### config.mk
export PLATFORM = sky130hd
export DESIGN_NAME = jk_mod_counter_flat
export DESIGN_NICKNAME = d
export VERILOG_FILES = /design/src/rtl/jk_pkg.sv /design/src/rtl/jk_mod_counter_if.sv /design/src/rtl/jk_cell.sv /design/src/rtl/jk_mod_counter.sv /design/src/flat_wrapper.sv
export SDC_FILE = /design/constraint.sdc
export NUM_CORES = 1
export LEC_CHECK = 0
export ABC_CLOCK_PERIOD_IN_PS = 1800
export CORE_AREA = 2 2 39 41
export DETAILED_ROUTE_END_ITERATION = 16
export DIE_AREA = 0 0 41 43
export SLEW_MARGIN = 20
export SYNTH_ARGS = -nofsm -noshare
export SYNTH_HDL_FRONTEND = slang
export SYNTH_SLANG_ARGS = --single-unit
### constraint.sdc
create_clock -name clk -period 1.8 [get_ports clk]
set_input_delay 0.36 -clock clk [delete_from_list [all_inputs] [get_ports clk]]
set_output_delay 0.36 -clock clk [all_outputs]
set_load 0.05 [all_outputs]
### src/rtl/jk_pkg.sv
`default_nettype none
// ============================================================================
//  Module   : jk_pkg
//  Purpose  : Shared definitions for the JK flip-flop library: the 2-bit
//             J/K command encoding ({J,K}) and the elaboration-time legality
//             check for modulo counter parameters.
//  Revision : 1.0  initial release
// ============================================================================
package jk_pkg;

    // {J,K} command encoding applied to a jk_cell
    localparam logic [1:0] HOLD   = 2'b00;
    localparam logic [1:0] RESET  = 2'b01;
    localparam logic [1:0] SET    = 2'b10;
    localparam logic [1:0] TOGGLE = 2'b11;

    // A modulo-M counter over W cells needs 2 <= M <= 2^W.
    function automatic bit modulus_ok(input int w, input int m);
        if (w < 1 || w > 30) begin
            return 1'b0;
        end
        return (m >= 2) && (m <= (1 << w));
    endfunction

endpackage : jk_pkg
`default_nettype wire

### src/rtl/jk_mod_counter_if.sv
`default_nettype none
// ============================================================================
//  Module   : jk_mod_counter_if
//  Purpose  : Control/status bundle of the JK modulo counter.
//  Ports    : en, up, load, load_val[WIDTH], clr_ovf  (controller -> counter)
//             q[WIDTH], tc, ovf                     (counter -> controller)
//  Modports : master (controller side), slave (counter side)
//  Revision : 1.0  initial release
// ============================================================================
interface jk_mod_counter_if #(
    parameter int WIDTH = 4
);
    logic             en;
    logic             up;
    logic             load;
    logic [WIDTH-1:0] load_val;
    logic             clr_ovf;
    logic [WIDTH-1:0] q;
    logic             tc;
    logic             ovf;

    modport master (
        output en, up, load, load_val, clr_ovf,
        input  q, tc, ovf
    );

    modport slave (
        input  en, up, load, load_val, clr_ovf,
        output q, tc, ovf
    );
endinterface : jk_mod_counter_if
`default_nettype wire

### src/rtl/jk_cell.sv
`default_nettype none
// ============================================================================
//  Module   : jk_cell
//  Purpose  : Single JK flip-flop, asynchronous active-high reset to 0.
//  Ports    : clk   - rising-edge clock
//             rst   - asynchronous active-high reset
//             i_jk  - {J,K} command (HOLD/RESET/SET/TOGGLE)
//             o_q   - flip-flop output
//  Revision : 1.0  initial release
// ============================================================================
module jk_cell
    import jk_pkg::*;
(
    input  wire logic       clk,
    input  wire logic       rst,
    input  wire logic [1:0] i_jk,
    output logic            o_q
);

    logic r_q;

    always_ff @(posedge clk or posedge rst) begin
        if (rst) begin
            r_q <= 1'b0;
        end else begin
            unique case (i_jk)
                HOLD:    r_q <= r_q;
                RESET:   r_q <= 1'b0;
                SET:     r_q <= 1'b1;
                TOGGLE:  r_q <= ~r_q;
                default: r_q <= r_q;
            endcase
        end
    end

    assign o_q = r_q;

endmodule : jk_cell
`default_nettype wire

### src/rtl/jk_mod_counter.sv
`default_nettype none
// ============================================================================
//  Module   : jk_mod_counter
//  Purpose  : Modulo-MODULUS up/down counter built from WIDTH JK cells.
//             The top computes the next value, encodes it into per-cell
//             J/K commands, produces the cascade terminal count and keeps
//             the sticky overflow flag.
//  Ports    : clk  - rising-edge clock
//             rst  - asynchronous active-high reset
//             bus  - jk_mod_counter_if.slave (en, up, load, load_val,
//                    clr_ovf in; q, tc, ovf out)
//  Revision : 1.0  initial release
// ============================================================================
module jk_mod_counter
    import jk_pkg::*;
#(
    parameter int WIDTH   = 4,
    parameter int MODULUS = 10
) (
    input  wire logic         clk,
    input  wire logic         rst,
    jk_mod_counter_if.slave   bus
);

    if (!modulus_ok(WIDTH, MODULUS)) begin : g_bad_modulus
        $error("jk_mod_counter: MODULUS must lie in 2..2^WIDTH");
    end

    localparam logic [WIDTH-1:0] c_max = WIDTH'(MODULUS - 1);
    // One extra bit so MODULUS == 2^WIDTH is representable in the compare
    localparam logic [WIDTH:0]   c_mod = (WIDTH + 1)'(MODULUS);

    logic [WIDTH-1:0]      w_q;
    logic [WIDTH-1:0]      w_next;
    logic [WIDTH-1:0][1:0] w_jk;
    logic                  w_at_max;
    logic                  w_at_zero;
    logic                  w_load_ok;
    logic                  w_set_ovf;
    logic                  r_ovf;

    assign w_at_max  = (w_q == c_max);
    assign w_at_zero = (w_q == '0);
    assign w_load_ok = ({1'b0, bus.load_val} < c_mod);

    // Next value and J/K encoding. Load drives each cell with SET/RESET so
    // the value lands regardless of the current state; counting only
    // toggles the bits that change; everything else holds.
    always_comb begin
        w_next    = w_q;
        w_set_ovf = 1'b0;
        w_jk      = '0;
        if (bus.load) begin
            w_next    = w_load_ok ? bus.load_val : '0;
            w_set_ovf = ~w_load_ok;
            for (int i = 0; i < WIDTH; i++) begin
                w_jk[i] = w_next[i] ? SET : RESET;
            end
        end else if (bus.en) begin
            if (bus.up) begin
                w_next    = w_at_max ? '0 : w_q + 1'b1;
                w_set_ovf = w_at_max;
            end else begin
                w_next    = w_at_zero ? c_max : w_q - 1'b1;
                w_set_ovf = w_at_zero;
            end
            for (int i = 0; i < WIDTH; i++) begin
                w_jk[i] = (w_q[i] ^ w_next[i]) ? TOGGLE : HOLD;
            end
        end
    end

    for (genvar gi = 0; gi < WIDTH; gi++) begin : g_cell
        jk_cell u_cell (
            .clk  (clk),
            .rst  (rst),
            .i_jk (w_jk[gi]),
            .o_q  (w_q[gi])
        );
    end

    // Sticky overflow: a set event in the same cycle as clr_ovf wins
    always_ff @(posedge clk or posedge rst) begin
        if (rst) begin
            r_ovf <= 1'b0;
        end else if (w_set_ovf) begin
            r_ovf <= 1'b1;
        end else if (bus.clr_ovf) begin
            r_ovf <= 1'b0;
        end
    end

    assign bus.q   = w_q;
    assign bus.ovf = r_ovf;
    assign bus.tc  = bus.en & ~bus.load & ~rst &
                     ((bus.up & w_at_max) | (~bus.up & w_at_zero));

endmodule : jk_mod_counter
`default_nettype wire

### src/flat_wrapper.sv
// flat-port wrapper written by rule: the top's interface ports become plain ports
module jk_mod_counter_flat import jk_pkg::*;
#(
    parameter int WIDTH   = 4,
    parameter int MODULUS = 10
)
  (clk, rst, bus_en, bus_up, bus_load, bus_load_val, bus_clr_ovf, bus_q, bus_tc, bus_ovf);
  jk_mod_counter_if #(.WIDTH(WIDTH)) bus_i ();
  input  wire logic clk;
  input  wire logic rst;
  input wire logic [$bits(bus_i.en)-1:0] bus_en;
  input wire logic [$bits(bus_i.up)-1:0] bus_up;
  input wire logic [$bits(bus_i.load)-1:0] bus_load;
  input wire logic [$bits(bus_i.load_val)-1:0] bus_load_val;
  input wire logic [$bits(bus_i.clr_ovf)-1:0] bus_clr_ovf;
  output wire logic [$bits(bus_i.q)-1:0] bus_q;
  output wire logic [$bits(bus_i.tc)-1:0] bus_tc;
  output wire logic [$bits(bus_i.ovf)-1:0] bus_ovf;
  assign bus_i.en = bus_en;
  assign bus_i.up = bus_up;
  assign bus_i.load = bus_load;
  assign bus_i.load_val = bus_load_val;
  assign bus_i.clr_ovf = bus_clr_ovf;
  assign bus_q = bus_i.q;
  assign bus_tc = bus_i.tc;
  assign bus_ovf = bus_i.ovf;
  jk_mod_counter #(.WIDTH(WIDTH), .MODULUS(MODULUS)) u_core (.clk(clk), .rst(rst), .bus(bus_i));
endmodule
# Yosys cells after proc, flatten, opt, wreduce, memory -nomap -nowiden

Index checks and enable logic that the tools add are counted.
W data, S select, Z words.

Output and inout bits: 6
Register bits: 5
Word-level logic and storage cells: 70

Bitwise logic cells: 18
Mux-type cells: 25
Reductions and logical operators: 6
Add/sub/neg operators: 2
Magnitude comparators: 1
Equal/unequal tests: 13

Operators by type and width:

| kind                  | count |
|---|---|
| $mux W4               | 6 |
| $eq A2 B2 Y1 const B  | 8 |
| $mux W2               | 8 |
| $mux W8               | 2 |
| $pmux W1 S3           | 4 |
| $eq A2 B1 Y1 const B  | 4 |
| $logic_not A2 Y1      | 4 |
| $not A1 Y1            | 8 |
| $and A1 B1 Y1         | 5 |
| $mux W1               | 5 |
| $add A4 B1 Y4 const B | 1 |
| $eq A4 B4 Y1 const B  | 1 |
| $logic_not A4 Y1      | 1 |
| $lt A4 B4 Y1 const B  | 1 |
| $sub A4 B1 Y4 const B | 1 |
| $xor A1 B1 Y1         | 4 |
| $reduce_bool A2 Y1    | 1 |
| $or A1 B1 Y1          | 1 |

# Depth between registers and ports, before layout

Word-level depth: 11
Mapped depth: 5

# By module

Synthesis repeated with hierarchy kept, for this count alone.

Cells, all modules: 59
Area total of the unflattened synthesis: 401.6 sq um

Modules (own cells, without submodules):

| module         | times used | cells an instance | area each (sq um) |
|---|---|---|---|
| jk_mod_counter | 1          | 43                | 251.5 |
| jk_cell        | 4          | 4                 | 37.5 |

# Worst setup path before layout

Ideal clock, no wire load.

Path kind: register to output
Start: register u_core.g_cell[0].u_cell.r_q
End: output bus_tc
Path slack: -0.415 ns
Data required time: 1.440 ns
Data arrival time: 1.855 ns
Cell stages (with the launch flop): 5
Buffers on the path: 1
Cell sequence: dfrtp_1 > buf_2 > nor3_1 > o21ai_0 > nor3_1

Longest elaborated chain between the ends: 4
Elaborated cells between the ends (all ways): 6
Those cells by class: eq/ne (1); bitwise (4); reduce/logical (1)

RTL lines:

| element                                                 | line                                       | source |
|---|---|---|
| from (decl)                                             | jk_cell.sv:20                              | `logic r_q;` |
| from (signal assigned)                                  | jk_cell.sv:27                              | `HOLD: r_q <= r_q;` |
| from (signal assigned)                                  | jk_cell.sv:30                              | `TOGGLE: r_q <= ~r_q;` |
| from (signal assigned)                                  | jk_cell.sv:31                              | `default: r_q <= r_q;` |
| $eq A4 B4 Y1 / $logic_not A4 Y1 (equally long branches) | jk_mod_counter.sv:42, jk_mod_counter.sv:43 |  |
| $and A1 B1 Y1                                           | jk_mod_counter.sv:96                       | `((bus.up & w_at_max) \| (~bus.up & w_at_zero));` |
| $or A1 B1 Y1 *                                          | jk_mod_counter.sv:96                       |  |
| $and A1 B1 Y1 *                                         | jk_mod_counter.sv:95                       | `assign bus.tc = bus.en & ~bus.load & ~rst &` |
| to (decl)                                               | flat_wrapper.sv:17                         | `output wire logic [$bits(bus_i.tc)-1:0] bus_tc;` |

Mark *: on every way between the ends. The rest lies on a longest branch, timed or not.

# Worst setup path in the final report

Start: register u_core.g_cell[3].u_cell.r_q
End: output bus_tc

Longest elaborated chain between the ends: 4
Elaborated cells between the ends (all ways): 6
Those cells by class: eq/ne (1); bitwise (4); reduce/logical (1)

RTL lines:

| element                                                 | line |
|---|---|
| from (decl)                                             | jk_cell.sv:20 |
| from (signal assigned)                                  | jk_cell.sv:27 |
| from (signal assigned)                                  | jk_cell.sv:30 |
| from (signal assigned)                                  | jk_cell.sv:31 |
| $eq A4 B4 Y1 / $logic_not A4 Y1 (equally long branches) | jk_mod_counter.sv:42, jk_mod_counter.sv:43 |
| $and A1 B1 Y1                                           | jk_mod_counter.sv:96 |
| $or A1 B1 Y1 *                                          | jk_mod_counter.sv:96 |
| $and A1 B1 Y1 *                                         | jk_mod_counter.sv:95 |

Marked as above.

==> flow_summary.toml <==
[clock_network]
clk_path_buf_depth = 2
cts-buffers-inserted = 3
root_buffer = "clkbuf_4"
cts_tree = "done"
clkSinkCount = 5
htreeDepth = 1
worstSkewPairLatency_ps = 250
hold_buffers = 0
clk_pin_slew_worst_paths_ps = 40

[place]
place_area_um2 = 664.4
port_buffers = 15
place_hpwl_um = 849.7
gp_congestion = 0.8010

[power]
power.leakage_nw = 0.3043
p_per_area_nw_per_um2 = 743.5
comb_power_share = 0.479
pwr-share-clk = 0.251
p_int_mw = 0.3300
ir_worst_vdd_mv = 0.3235
p_switching_mw = 0.1937
seqPwrFrac = 0.271
switching_share = 0.3698

[sta]
finalCritPeriodShare = 0.9223
rsz0062_at_grt = "false"
hold_violations = 0
slew_viol_final = 0
skew_ps = 3.964
fmax_ghz = 0.6023
hold_slack_ps = 400.7
tightest_slew_ps = 284.3
slew_headroom = 0.8092
min_period_ps = 1660
setup_viol_count_final = 0

[critical_path]
startpoint_type = "flop"
endpoint_kind = "output pin"
r2r_setup_slack_ps = 300
reg2regPathDepth = 5
rr_startpoint = "u_core.g_cell[3].u_cell.o_q"
cp_data_arrival_time_ps = 1300
crit_type = "reg -> out"
crit_fanout = 3
r2r-end = "u_core.g_cell[1].u_cell.o_q"
required_ps = 1440

[min_path]
hp-class = "in -> async"

[status]
outcome = "finished clean"

[global_routing]
antenna_found_initial = 0
grt_pass1_vias = 469
grt_max_degree = 11
grt_pass1_wl_mm = 1.890
grt_use_total = 0.1549
grt-ovfl-total = 0

[logic_synthesis]
yosysTopAreaCellShare = 0.2710
synth_top_family_by_area = "compound AO/OA/AOI/OAI gates"
synth_compound_area_frac = 0.2873
avgSynthCellArea_um2 = 8.245
yosysWarnings = 0
synth_simple_gate_area_frac = 0.2005
ys_ff_latch = 5
synth_xor_area_frac = 0.03794
synthAdderAreaFrac = 0
synth_cell_types = 33
yosysSeqAreaShare = 0.2710
synthTopCellsByArea = "dfrtp_1 27%, buf_4 8.1%, o21ai_0 5.4%"
synth_top_area_cell = "dfrtp_1"
synth_mux_area_frac = 0.02168
synth_nets = 66
syn-cell-area_um2 = 461.7
netlist_instances = 56

[final_layout]
area_delta_synth_final_pct = 52.57
fin_nets = 86
diodes = 0
final_layout_size_suffix_gt1_frac = 0.3333
multi_input_area_um2 = 279.0
nFillCells = 136
area.sequential_um2 = 126.4
fin_area_um2 = 704.4
final_core_util = 0.5090

[floorplan]
fp.dieH_um = 43
pin_count = 16
die_w_um = 41
core_area_um2 = 1384
num_rows = 14
dieArea_um2 = 1763
initial_core_util = 0.3336

[detailed_routing]
num_vias = 471
first_iter_violations = 7
drtAntennaViolNets = 0
vias_per_cell = 5.176
drt_first_pass_iters = 4
wl_per_cell_um = 12.23
wl_mm = 1.113
drc = 0

[job]
drv_cap = 0
## what timing repair did
item	CTS	global route
buffers inserted	1	0
resized for setup	4	3
pin swaps	1	2
gates cloned	0	0
endpoints found under the setup margin	1	1
## critical path, stage by stage, from the launching register on
cell	delay, ps
dfrtp_2	410
and3_1	160
o21ai_1	260
nor3_4	70
buf_12	150
## area by class of cell
| class | instances | area share |
|---|---|---|
| multi-input combinational | 38 | 0.3961 |
| sequential | 5 | 0.1794 |
| clock buffer | 4 | 0.03730 |
| tap | 16 | 0.02842 |
| timing repair buffer | 24 | 0.3375 |
| inverter | 4 | 0.02131 |
## state kept, by name (all words and copies together), names as in the netlist
register	count
u_core.bus.ovf	1
u_core.g_cell.u_cell.o_q	4
## synth_stat cells (all sizes together)
cell type  n
o221ai     1
dfrtp      5
o21ai      6
o211ai     1
o32ai      2
or2        1
a31o       1
and2       1
o2111ai    1
inv        4
a21oi      2
nand3b     2
and3       1
nor4       1
mux2i      1
nor2       2
nand2b     1
nor3       2
o41ai      1
a22oi      1
buf        8
nand2      2
a2bb2oi    1
nand3      1
nand4      1
xnor2      2
or3b       1
a211o      1
a21boi     1
clkbuf     1
## layout by cell type (no fill, tap or decap), types with 2 or more instances in the layout
cell / n
buf_4: 12
clkdlybuf4s50_1: 7
o21ai_0: 4
inv_1: 4
dfrtp_1: 4
clkbuf_4: 3
buf_12: 3
xnor2_1: 2
nand3b_1: 2
a21oi_1: 2
nand2_1: 2
o32ai_1: 2
o21ai_1: 2
dlygate4sd2_1: 2
## metal layers
layer | vias up | global-route usage | routed length, um
met5 | - | 0 | 0
met4 | 0 | 0.06000 | 0
met3 | 0 | 0.04712 | 38
met2 | 11 | 0.2438 | 584
met1 | 222 | 0.1877 | 490
li1 | 238 | - | -
## cell families after synthesis
kind of cell / after synthesis
muxes: 1
AOI/OAI and AO/OA: 19
DFF: 5
and+or+nand+nor: 16
buffers and inverters: 13
xor gates and xnor gates: 2
## per-stage QoR
stage | std cells | total power, mW | setup WS (ps) | setup TNS (ps)
floorplan | 56 | 0.3065 | 155.3 | 0
global placement | 87 | 0.3846 | -130.4 | -248.2
detailed placement | 87 | 0.3860 | -125.4 | -276.2
CTS | 92 | 0.5203 | 15.13 | 0
global route | 91 | 0.5578 | 56.36 | 0
finish | 91 | 0.5237 | 139.8 | 0
## worst max path at each step
| stage | endpoint | start |
|---|---|---|
| after floorplan | bus_tc | u_core.g_cell[0].u_cell.o_q |
| after global placement | bus_tc | bus_en |
| after detailed placement | bus_tc | bus_en |
| after CTS | bus_tc | u_core.g_cell[2].u_cell.o_q |
| after global routing | bus_tc | u_core.g_cell[2].u_cell.o_q |
| final | bus_tc | u_core.g_cell[3].u_cell.o_q |
## power groups by stage
stage               clock network, mW  registers (mW)  logic (mW)
global placement                    0           0.146       0.239
CTS                             0.131           0.141       0.249
finish                          0.131           0.142       0.251
floorplan                           0           0.151       0.155
detailed placement                  0           0.146       0.240
global route                    0.144           0.145       0.269
Power figures use the tool's default switching activity.
